--- src/rtl/wddl_rail_decoder_pkg.sv ---
// Shared definitions for the WDDL dual-rail to single-rail boundary:
// data width, FSM state encoding and default timing parameters.
package wddl_rail_decoder_pkg;

    localparam int BYTE             = 8;
    localparam int EVAL_MIN_DEFAULT = 2;
    localparam int TIMEOUT_DEFAULT  = 15;

    // 2'd3 is unreachable and is decoded as PRE by the FSM.
    typedef enum logic [1:0] {
        PRE  = 2'd0,
        EVAL = 2'd1,
        HOLD = 2'd2
    } state_t;

endpackage

--- src/rtl/wddl_completion_detect.sv ---
// Combinational completion detection for a dual-rail bus: all-zero spacer,
// fully complementary codeword, and any rail pair driven 1/1.
module wddl_completion_detect
    import wddl_rail_decoder_pkg::*;
#(
    parameter int W = BYTE
) (
    input  logic [W-1:0] in_t,
    input  logic [W-1:0] in_f,
    output logic         spacer,
    output logic         complete,
    output logic         illegal
);

    assign spacer   = ~|(in_t | in_f);
    assign complete = &(in_t ^ in_f);
    assign illegal  = |(in_t & in_f);

endmodule

--- src/rtl/wddl_rail_decoder.sv ---
// Drives precharge/evaluate to upstream WDDL logic, samples the first legal
// codeword after the settling margin and hands it out over valid/ready.
module wddl_rail_decoder
    import wddl_rail_decoder_pkg::*;
#(
    parameter int EVAL_MIN = EVAL_MIN_DEFAULT,
    parameter int TIMEOUT  = TIMEOUT_DEFAULT
) (
    input  logic            clk,
    input  logic            rst,
    input  logic [BYTE-1:0] In_T,
    input  logic [BYTE-1:0] In_F,
    input  logic            start,
    output logic            pre_en,
    output logic            busy,
    output logic [BYTE-1:0] Out,
    output logic            out_valid,
    input  logic            out_ready,
    input  logic            err_clr,
    output logic            err_pre,
    output logic            err_rail,
    output logic            err_timeout
);

    localparam int CNT_W = $clog2(TIMEOUT + 1);

    logic spacer, complete, illegal;

    wddl_completion_detect #(.W(BYTE)) u_detect (
        .in_t     (In_T),
        .in_f     (In_F),
        .spacer   (spacer),
        .complete (complete),
        .illegal  (illegal)
    );

    state_t           state_q, state_d;
    logic [CNT_W-1:0] cnt_q, cnt_d;
    logic [BYTE-1:0]  out_q, out_d;
    logic             out_valid_q, out_valid_d;
    logic             err_pre_q, err_pre_d;
    logic             err_rail_q, err_rail_d;
    logic             err_timeout_q, err_timeout_d;

    always_comb begin
        // NOTE: every target gets a default first so no path leaves a latch.
        state_d       = state_q;
        cnt_d         = cnt_q;
        out_d         = out_q;
        out_valid_d   = out_valid_q;
        // Clear first, then let any error event below override it.
        err_pre_d     = err_clr ? 1'b0 : err_pre_q;
        err_rail_d    = err_clr ? 1'b0 : err_rail_q;
        err_timeout_d = err_clr ? 1'b0 : err_timeout_q;

        case (state_q)
            EVAL: begin
                cnt_d = (cnt_q == CNT_W'(TIMEOUT)) ? cnt_q : cnt_q + 1'b1;
                if (illegal) begin
                    err_rail_d = 1'b1;
                    state_d    = PRE;
                end else if (complete && cnt_q >= CNT_W'(EVAL_MIN - 1)) begin
                    out_d       = In_T;
                    out_valid_d = 1'b1;
                    state_d     = HOLD;
                end else if (cnt_q == CNT_W'(TIMEOUT - 1)) begin
                    err_timeout_d = 1'b1;
                    state_d       = PRE;
                end
            end
            HOLD: begin
                if (out_ready) begin
                    out_valid_d = 1'b0;
                    state_d     = PRE;
                end
            end
            default: begin
                state_d = PRE;
                if (start) begin
                    if (spacer) begin
                        state_d = EVAL;
                        cnt_d   = '0;
                    end else begin
                        err_pre_d = 1'b1;
                    end
                end
            end
        endcase
    end

    // NOTE: sequential state uses non-blocking assignments only.
    always_ff @(posedge clk or posedge rst) begin
        if (rst) begin
            state_q       <= PRE;
            cnt_q         <= '0;
            out_q         <= '0;
            out_valid_q   <= 1'b0;
            err_pre_q     <= 1'b0;
            err_rail_q    <= 1'b0;
            err_timeout_q <= 1'b0;
        end else begin
            state_q       <= state_d;
            cnt_q         <= cnt_d;
            out_q         <= out_d;
            out_valid_q   <= out_valid_d;
            err_pre_q     <= err_pre_d;
            err_rail_q    <= err_rail_d;
            err_timeout_q <= err_timeout_d;
        end
    end

    // Decoded straight from the state flop so reset forces precharge at once.
    assign pre_en      = (state_q != EVAL);
    assign busy        = (state_q == EVAL) || (state_q == HOLD);
    assign Out         = out_q;
    assign out_valid   = out_valid_q;
    assign err_pre     = err_pre_q;
    assign err_rail    = err_rail_q;
    assign err_timeout = err_timeout_q;

endmodule

--- config.mk ---
export PLATFORM = sky130hd
export DESIGN_NAME = wddl_rail_decoder
export DESIGN_NICKNAME = d
export VERILOG_FILES = /design/src/rtl/wddl_rail_decoder_pkg.sv /design/src/rtl/wddl_completion_detect.sv /design/src/rtl/wddl_rail_decoder.sv
export SDC_FILE = /design/constraint.sdc
export NUM_CORES = 1
export LEC_CHECK = 0
export ABC_AREA = 1
export CORE_ASPECT_RATIO = 2
export CORE_MARGIN = 5
export CORE_UTILIZATION = 40
export DETAILED_ROUTE_END_ITERATION = 7
export GPL_ROUTABILITY_DRIVEN = 0
export PLACE_DENSITY = 0.68
export SYNTH_ARGS = -nofsm -noshare
export SYNTH_HDL_FRONTEND = slang
export SYNTH_SLANG_ARGS = --single-unit
--- constraint.sdc ---
create_clock -name clk -period 1.6 [get_ports clk]
set_clock_uncertainty 0.15 [all_clocks]
set_input_delay 0.32 -clock clk [delete_from_list [all_inputs] [get_ports clk]]
set_output_delay 0.32 -clock clk [all_outputs]
set_load 0.03 [all_outputs]
---- Yosys cells after proc, flatten, opt, wreduce, memory -nomap -nowiden ----
Index checks and enable logic that the tools add are counted.
W data, S select, Z words.
storage, ports and cells
  flip-flop bits (word level) ............. 18
  bits of input ports ..................... 21
operators by class
  add/sub/neg operators ................... 1
  $lt $le $gt $ge ......................... 1
  equal/unequal tests ..................... 11
  multiplexer cells ....................... 27
  bitwise gates (word level) .............. 5
  reduce and logical (&&, ||, !) cells .... 12
operators by type and width
  kind                   number
  $mux W1                17
  $reduce_or A8 Y1       2
  $mux W4                3
  $ne A2 B2 Y1 const B   5
  $and A8 B8 Y8          1
  $eq A4 B4 Y1 const B   2
  $mux W2                4
  $or A8 B8 Y8           1
  $pmux W4 S2            1
  $reduce_and A4 Y1      2
  $reduce_and A8 Y1      1
  $xor A8 B8 Y8          1
  $add A4 B1 Y4 const B  1
  $ge A4 B1 Y1 const B   1
  $ne A4 B4 Y1 const B   1
  $pmux W2 S2            1
  $reduce_bool A2 Y1     2
  $reduce_and A3 Y1      1
  $eq A2 B1 Y1 const B   1
  $eq A2 B2 Y1 const B   1
  $ne A2 B1 Y1 const B   1
  $not A1 Y1             2
  $pmux W1 S2            1
  $reduce_and A2 Y1      1
  other kinds (3)        3

---- Logic depth before layout (Yosys ltp) ----
Gate-level depths: netlist (run 1).
  depth after elaboration ................. 6
  depth in mapped cells ................... 10
  mapped depth without buffers ............ 10

---- Hierarchy ----
From an unflattened synthesis (run 1), not the netlist that was laid out.
second synthesis, totals
  cells, all modules ...................... 185
  area total of the unflattened synthesis .. 1372.6 um^2
modules (own cells, without submodules)
  module                  times used  cells each  area an instance (um^2)
  wddl_rail_decoder       1           116         973.4
  wddl_completion_detect  1           69          399.1

---- Least setup slack after synthesis (run 1) ----
OpenSTA, ideal clock, no wires.
  path type ............................... register -> register
  start ................................... reg state_q[0]
  end ..................................... reg cnt_q[2]
  setup time .............................. 121 ps
  arrival ................................. 1354 ps
  required time ........................... 1329 ps
  path slack .............................. -24 ps
  cell stages (with the launch flop) ...... 8
  clock period less this slack ............ 1624 ps
  cell sequence ........................... dfrtp_1 -> ha_1 -> inv_2 -> nor2_1 -> nor2_1 -> nand2_2 -> nand2_1 -> o21ai_1
between the ends
  word-level cells in the longest chain between the ends .. 3
ends and longest elaborated chain
  item                                                   RTL line                  text
  start, declared                                        wddl_rail_decoder.sv:37   state_t state_q, state_d;
  start signal, assigned                                 wddl_rail_decoder.sv:102  state_q <= state_d;
  $eq A2 B1 Y1 / $eq A2 B2 Y1 (equally long branches)    wddl_rail_decoder.sv:56   case (state_q)
  $ne A2 B2 Y1 (no source line) (tied with other cells)  n/a
  $reduce_and A4 Y1 (no source line)                     n/a
  end signal, assigned                                   wddl_rail_decoder.sv:103  cnt_q <= cnt_d;
  end, declared                                          wddl_rail_decoder.sv:38   logic [CNT_W-1:0] cnt_q, cnt_d;
Several ways; a longest one is shown, not always the timed one.
A chain may end at the register's enable or synchronous reset.

---- Worst setup path after layout (run 1) ----
  start ................................... reg state_q[0]
  end ..................................... out busy
between the ends
  word-level cells in the longest chain between the ends .. 2
ends and longest elaborated chain
  item                                                 RTL line                  text
  $eq A2 B1 Y1 / $eq A2 B2 Y1 (equally long branches)  wddl_rail_decoder.sv:114  assign busy = (state_q == EVAL) || (state_q == HOLD);
  $logic_or A1 B1 Y1 (*)                               wddl_rail_decoder.sv:114
  end, declared                                        wddl_rail_decoder.sv:15   output logic busy,
Every way passes the cells marked *; elsewhere a longest branch is shown, timed or not.

==> reports/metrics.yaml, run 1 <==
status:
  status: "complete, but fails checks"
  failed_checks: "negative setup slack"
cells_and_area:
  post-route-util: 0.625
  fill_cells: 299
  fin_nets: 284
  drive_gt1_frac: 0.429
  syn_to_final_growth_pct: 55.2
  n_antenna_cell: 0
  layoutNonFillerInstCount: 272
die:
  rows: 30
  initial_core_util: 0.403
  die_h_microns: 92.0
  fp.coreArea_sq_mm: 0.00334
  die_area_sq_mm: 0.00470
  die_w_microns: 51.0
  ioPinCount: 35
critical_path:
  crit_fanout: 3
  critPathTopFamily: "flip-flops"
  crit_required_ns: 1.13
  worstPathCellList: "inv_2 -> ha_4 -> inv_4 -> buf_6"
  critical_path_class: "reg -> out"
  critPathLaunchType: "flip-flop"
  path_buf_inv: 3
  cp.arrival_ns: 1.16
  slowest_delay_ns: 0.44
  endpoint_kind: "output port"
  crit_slowest_cell: "dfrtp_2"
synthesis:
  yosysTopAreaCellShare: 0.335
  synthXorXnorAreaFrac: 0.0130
  synthArstFlopShare: 1.00
  ys_seq_area_frac: 0.335
  synth_top_family_by_area: "simple AND/OR/NAND/NOR gates"
  synth_mux_area_frac: 0
  synth_common_cells: "nand2_1 (55), inv_1 (32), ha_1 (22)"
  synth_fa_ha_area_frac: 0.204
  synth.area.top_cells: "dfrtp_1 (33%), ha_1 (20%), nand2_1 (15%)"
  synth_area_sq_mm: 0.00135
  yosys.area_share.simple: 0.309
  yosysWarningCount: 0
  synth-main-ff-cell: "dfrtp_1"
  yosysTopAreaCell: "dfrtp_1"
  synth_compound_area_frac: 0.0409
  synth.avg_cell_area_sq_um: 7.44
  synthDistinctLibCells: 18
  synth.most_common_cell: "nand2_1"
  synth_nets: 224
  ys_ff_latch: 18
  synth_edf_count: 0
  syn_inst: 181
sta:
  fin_crit_ns: 1.63
  max_freq_mhz: 614
  relSlewSlack: 0.797
  tightest_slew_ns: 0.306
  hold_ws_ns: 0.154
  maxSlewViolCount: 0
  fin_crit_sh: 1.02
  setup_viol_count_final: 3
  tns_ns: -0.0310
  rsz0062_at_grt: "true"
  setup_ws_ns: -0.0278
  finalHoldViolations: 0
route:
  wl_per_cell_microns: 13.2
  drcViolationCount: 0
  viasPerCell: 4.86
  postRouteAntennaNets: 0
  num_vias: 1323
  wl_microns: 3600
  drt_iter0_drc: 12
  drt_pre_antenna_iters: 4
power:
  power_density_mw_per_mm2: 486
  ir_drop_mv: 0.255
  p_leak_nw: 1.16
clocking:
  clkTransAtPathRegs_ns: 0.07
  clock_insertion_delay_worst_skew_ns: 0.25
  cts_max_level: 1
  cts-root-buf: "clkbuf_8"
  numCtsBuffers: 3
  cts_tree: "built"
  cts_max_path_buffers: 2
  clock-sinks: 18
min_path:
  hp-class: "in -> reg"
global_route:
  grt_max_degree: 19
  antenna_found_initial: 0
  grt.total_usage: 0.166
  grt_pass1_vias: 1420
  grt_overflow_total: 0
  grt_pass1_wl_microns: 5980
job:
  drv_cap: 0
placement:
  place.port_buffers: 34
  dpl.hpwl_microns: 2730
  place_ws_ns: -0.604
  dpl.cell_count: 262
==> worst register-to-register path, cell delays in order, from the launching register on <==
cell and delay (ns):
dfrtp_2 0.45, buf_4 0.15, ha_2 0.19, nand3_1 0.07, nor2_1 0.04, nor2_1 0.16, nand2_2 0.13, nand2_1 0.09
o21ai_1 0.06
==> state kept, by name, indices dropped and copies added, names as in the netlist <==
register	cells
err_pre	1
err_rail	1
err_timeout	1
out_valid	1
state_q	2
Out	8
cnt_q	4
==> where the power goes <==
group | switching (mW) | internal [mW]
combinational | 0.0993 | 0.0912
sequential | 0.000768 | 0.457
clock | 0.150 | 0.218
==> routing by layer <==
layer,vias to the layer above,global-route usage,wire length [microns]
met5,-,0,0
met3,12,0.0114,94
met2,35,0.321,2130
li1,669,-,-
met4,0,0.112,157
met1,607,0.155,1220
==> area by class of cell <==
type | count | area (sq um) | share of cell area
clock buffer | 4 | 55.1 | 0.0263
inverter | 35 | 141 | 0.0677
multi-input combinational | 128 | 960 | 0.459
sequential | 18 | 454 | 0.217
tap | 32 | 40.0 | 0.0192
timing repair buffer | 54 | 432 | 0.207
timing repair inverter | 1 | 7.51 | 0.00359
==> worst paths after layout <==
kind	from	end	slack (ns)	depth (start not counted)
setup / recovery	state_q[0]$_DFFE_PP0P_	busy	-0.03	4
hold / removal	In_T[0]	Out[0]$_DFFE_PP0P_	0.15	3
setup reg to reg	cnt_q[0]$_DFFE_PP0P_	cnt_q[2]$_DFFE_PP0P_	0	8
hold reg to reg	out_valid$_DFFE_PP0P_	out_valid$_DFFE_PP0P_	0.32	2
max in group asynchronous	rst	cnt_q[0]$_DFFE_PP0P_	0.86	3
min in group asynchronous	rst	Out[4]$_DFFE_PP0P_	0.23	3
==> metrics by stage <==
stage	total power, mW	cell area [sq um]
after floorplan	0.534	1350
final	1.02	2090
after global placement	0.630	1840
after detailed placement	0.631	1840
after global routing	1.06	2090
after CTS	1.02	2010
==> cell usage in the layout (no fill, tap or decap), drive strengths merged <==
cell / count
buf: 33
nor3: 1
clkdlybuf4s15: 5
nor2: 19
dlygate4sd2: 12
ha: 22
o21ai: 11
dfrtp: 18
nand3: 14
clkbuf: 4
nand2: 57
xor2: 2
inv: 35
nand4: 2
clkdlybuf4s50: 4
clkinvlp: 1
==> kinds of logic (layout without fill, tap and decap cells) <==
kind of cell             after synthesis  in the layout
buffers and inverters                 35             94
flip-flops                            18             18
XOR/XNOR                               2              2
AND/OR/NAND/NOR                       93             93
AO/OA/AOI/OAI                         11             11
adder cells (fa/ha/maj)               22             22
==> repair_timing <==
action | in CTS | in global routing
hold buffers | 0 | 0
endpoints found under the setup margin | 31 | 18
setup buffers | 3 | 2
cloned | 1 | 0
gates resized for setup | 116 | 20
pin swaps | 11 | 15
Power figures use the tool's default switching activity.
==> run 2: changes to the inputs <==
Clock period 1.6 ns to 2.04 ns, I/O delays scaled along.
==> reports/metrics.yaml, run 2 (synthesis results as in run 1) <==
power:
  power_density_mw_per_mm2: 397  # -18%
  p_leak_nw: 1.19  # +3.2%
  ir_drop_mv: 0.220  # -14%
placement:
  dpl.hpwl_microns: 2520  # -7.7%
  place.port_buffers: 34  # unchanged
  dpl.cell_count: 256  # -2.3%
  place_ws_ns: -0.248  # +0.355 ns
min_path:
  hold-path-cell-count: 3  # unchanged
  hp-class: "in -> reg"
global_route:
  antenna_found_initial: 0  # unchanged
  grt.total_usage: 0.139  # -0.0274
  grt_pass1_wl_microns: 5000  # -16%
  grt_pass1_vias: 1181  # -17%
  grt_max_degree: 19  # unchanged
  grt_overflow_total: 0  # unchanged
critical_path:
  rr_worst_depth: 10  # +2
  endpoint_kind: "flip-flop"
  crit_required_ns: 2.09  # +0.96 ns
  worstPathCellList: "clkdlybuf4s50_1 -> inv_2 -> ha_4 -> nand2_1 -> inv_1 -> nand3_2 -> nor2_4 -> clkinv_4 -> nor2_8 -> nand2_1 -> nand2_1"
  path_buf_inv: 4  # +1
  slowest_delay_ns: 0.50  # +0.06 ns
  critPathTopFamily: "buffers and inverters"
  critPathLaunchType: "input port"
  crit_slowest_cell: "clkdlybuf4s50_1"
  cp.arrival_ns: 1.97  # +0.81 ns
  critical_path_class: "in -> reg"
  cp.depth: 11  # +7
  cpMostUsedCell: "nand2_1"
  crit_fanout: 8  # +5
sta:
  fin_crit_ns: 1.92
  max_freq_mhz: 520
  tightest_slew_ns: 0.315  # +0.00828 ns
  maxSlewViolCount: 0  # unchanged
  setup_ws_ns: 0.115  # +0.143 ns
  finalHoldViolations: 0  # unchanged
  setup_viol_count_final: 0  # -3
  fin_crit_sh: 0.943
  relSlewSlack: 0.790  # -0.00699
cells_and_area:
  final_cell_mix: "nand2_1 (54), inv_1 (28), dfrtp_1 (18), clkdlybuf4s50_1 (18)"
  drive_gt1_frac: 0.174  # -0.255
  final_common_cell: "nand2_1"
  layoutNonFillerInstCount: 262  # -3.7%
  n_antenna_cell: 0  # unchanged
  largest_reg_flops: 8  # unchanged
  syn_to_final_growth_pct: 48.0
  fin_nets: 274  # -3.5%
clocking:
  clock-sinks: 18  # unchanged
  cts-root-buf: "clkbuf_8"
  cts_max_level: 1  # unchanged
  clock_insertion_delay_worst_skew_ns: 0.25  # about the same
  numCtsBuffers: 3  # unchanged
  cts_max_path_buffers: 2  # unchanged
  cts_tree: "built"
  clkTransAtPathRegs_ns: 0.07  # about the same
status:
  status: "finished clean"
route:
  viasPerCell: 4.76  # -2.2%
  top_layer: "met4"
  wl_per_cell_microns: 11.6  # -12%
  postRouteAntennaNets: 0  # unchanged
  met1Wirelength_microns: 1110  # -9.0%
  drt_pre_antenna_iters: 4  # unchanged
  wl_microns: 3040  # -16%
  drt_iter0_drc: 23  # +11
  drcViolationCount: 0  # unchanged
  num_vias: 1246  # -5.8%
  wl_met2_microns: 1710  # -20%
  wl_met3_microns: 116  # +23%
die:
  die_h_microns: 92.0  # unchanged
  die_area_sq_mm: 0.00470  # unchanged
  die_w_microns: 51.0  # unchanged
  rows: 30  # unchanged
  initial_core_util: 0.403  # unchanged
  fp.coreArea_sq_mm: 0.00334  # unchanged
  ioPinCount: 35  # unchanged
job:
  drv_cap: 0  # unchanged
## run 2: what timing repair did
action                                  CTS  global route
setup buffers                             0             1
hold buffers                              0             0
endpoints found under the setup margin    0             9
gates resized for setup                   0            35
## run 2: through the flow
| step | utilization | hold slack, ns | setup TNS (ns) | area (sq um) | power, mW |
|---|---|---|---|---|---|
| floorplan | - | 0.197 | 0 | 1350 | 0.419 |
| global placement | 0.536 | 0.313 | -2.54 | 1790 | 0.490 |
| detailed placement | 0.536 | 0.311 | -2.88 | 1790 | 0.491 |
| CTS | 0.552 | 0.322 | 0 | 1840 | 0.787 |
| global route | 0.596 | 0.327 | -0.00403 | 1990 | 0.830 |
| finish | 0.596 | 0.289 | 0 | 1990 | 0.791 |
## run 2: layout make-up
cell class / count / area, sq um
repair buffers: 44 / 445
multi-input cells: 128 / 860
inverters: 35 / 136
fillers: 293 / 1350
clock buffers: 4 / 55.1
flip-flops and latches: 18 / 450
repair inverters: 1 / 5.00
well taps: 32 / 40.0
## run 2: worst min-delay path: cells and delay by family
family        cells  cell delay [ns]
buf+inv           1             0.13
simple gates      2             0.13
## run 2: path summary, 6_finish.rpt
| kind | startpoint | end | slack (ns) |
|---|---|---|---|
| min | In_T[2] | Out[2]$_DFFE_PP0P_ | 0.29 |
| min reg2reg | out_valid$_DFFE_PP0P_ | out_valid$_DFFE_PP0P_ | 0.32 |
| max | In_F[3] | Out[1]$_DFFE_PP0P_ | 0.12 |
| min in group asynchronous | rst | Out[2]$_DFFE_PP0P_ | 0.32 |
| max in group asynchronous | rst | state_q[0]$_DFFE_PP0P_ | 1.22 |
| max reg2reg | cnt_q[1]$_DFFE_PP0P_ | state_q[1]$_DFFE_PP0P_ | 0.39 |
## run 2: power by group
part	switching [mW]	total (mW)	internal, mW
clock network	0.120	0.291	0.172
registers	0.000631	0.359	0.358
logic	0.0678	0.140	0.0726
## run 2: metal layers
metal  GRT usage  up-vias
li1            -      649
met1       0.137      564
met2       0.265       27
met3     0.00813        6
met4      0.0854        0
met5           0        -
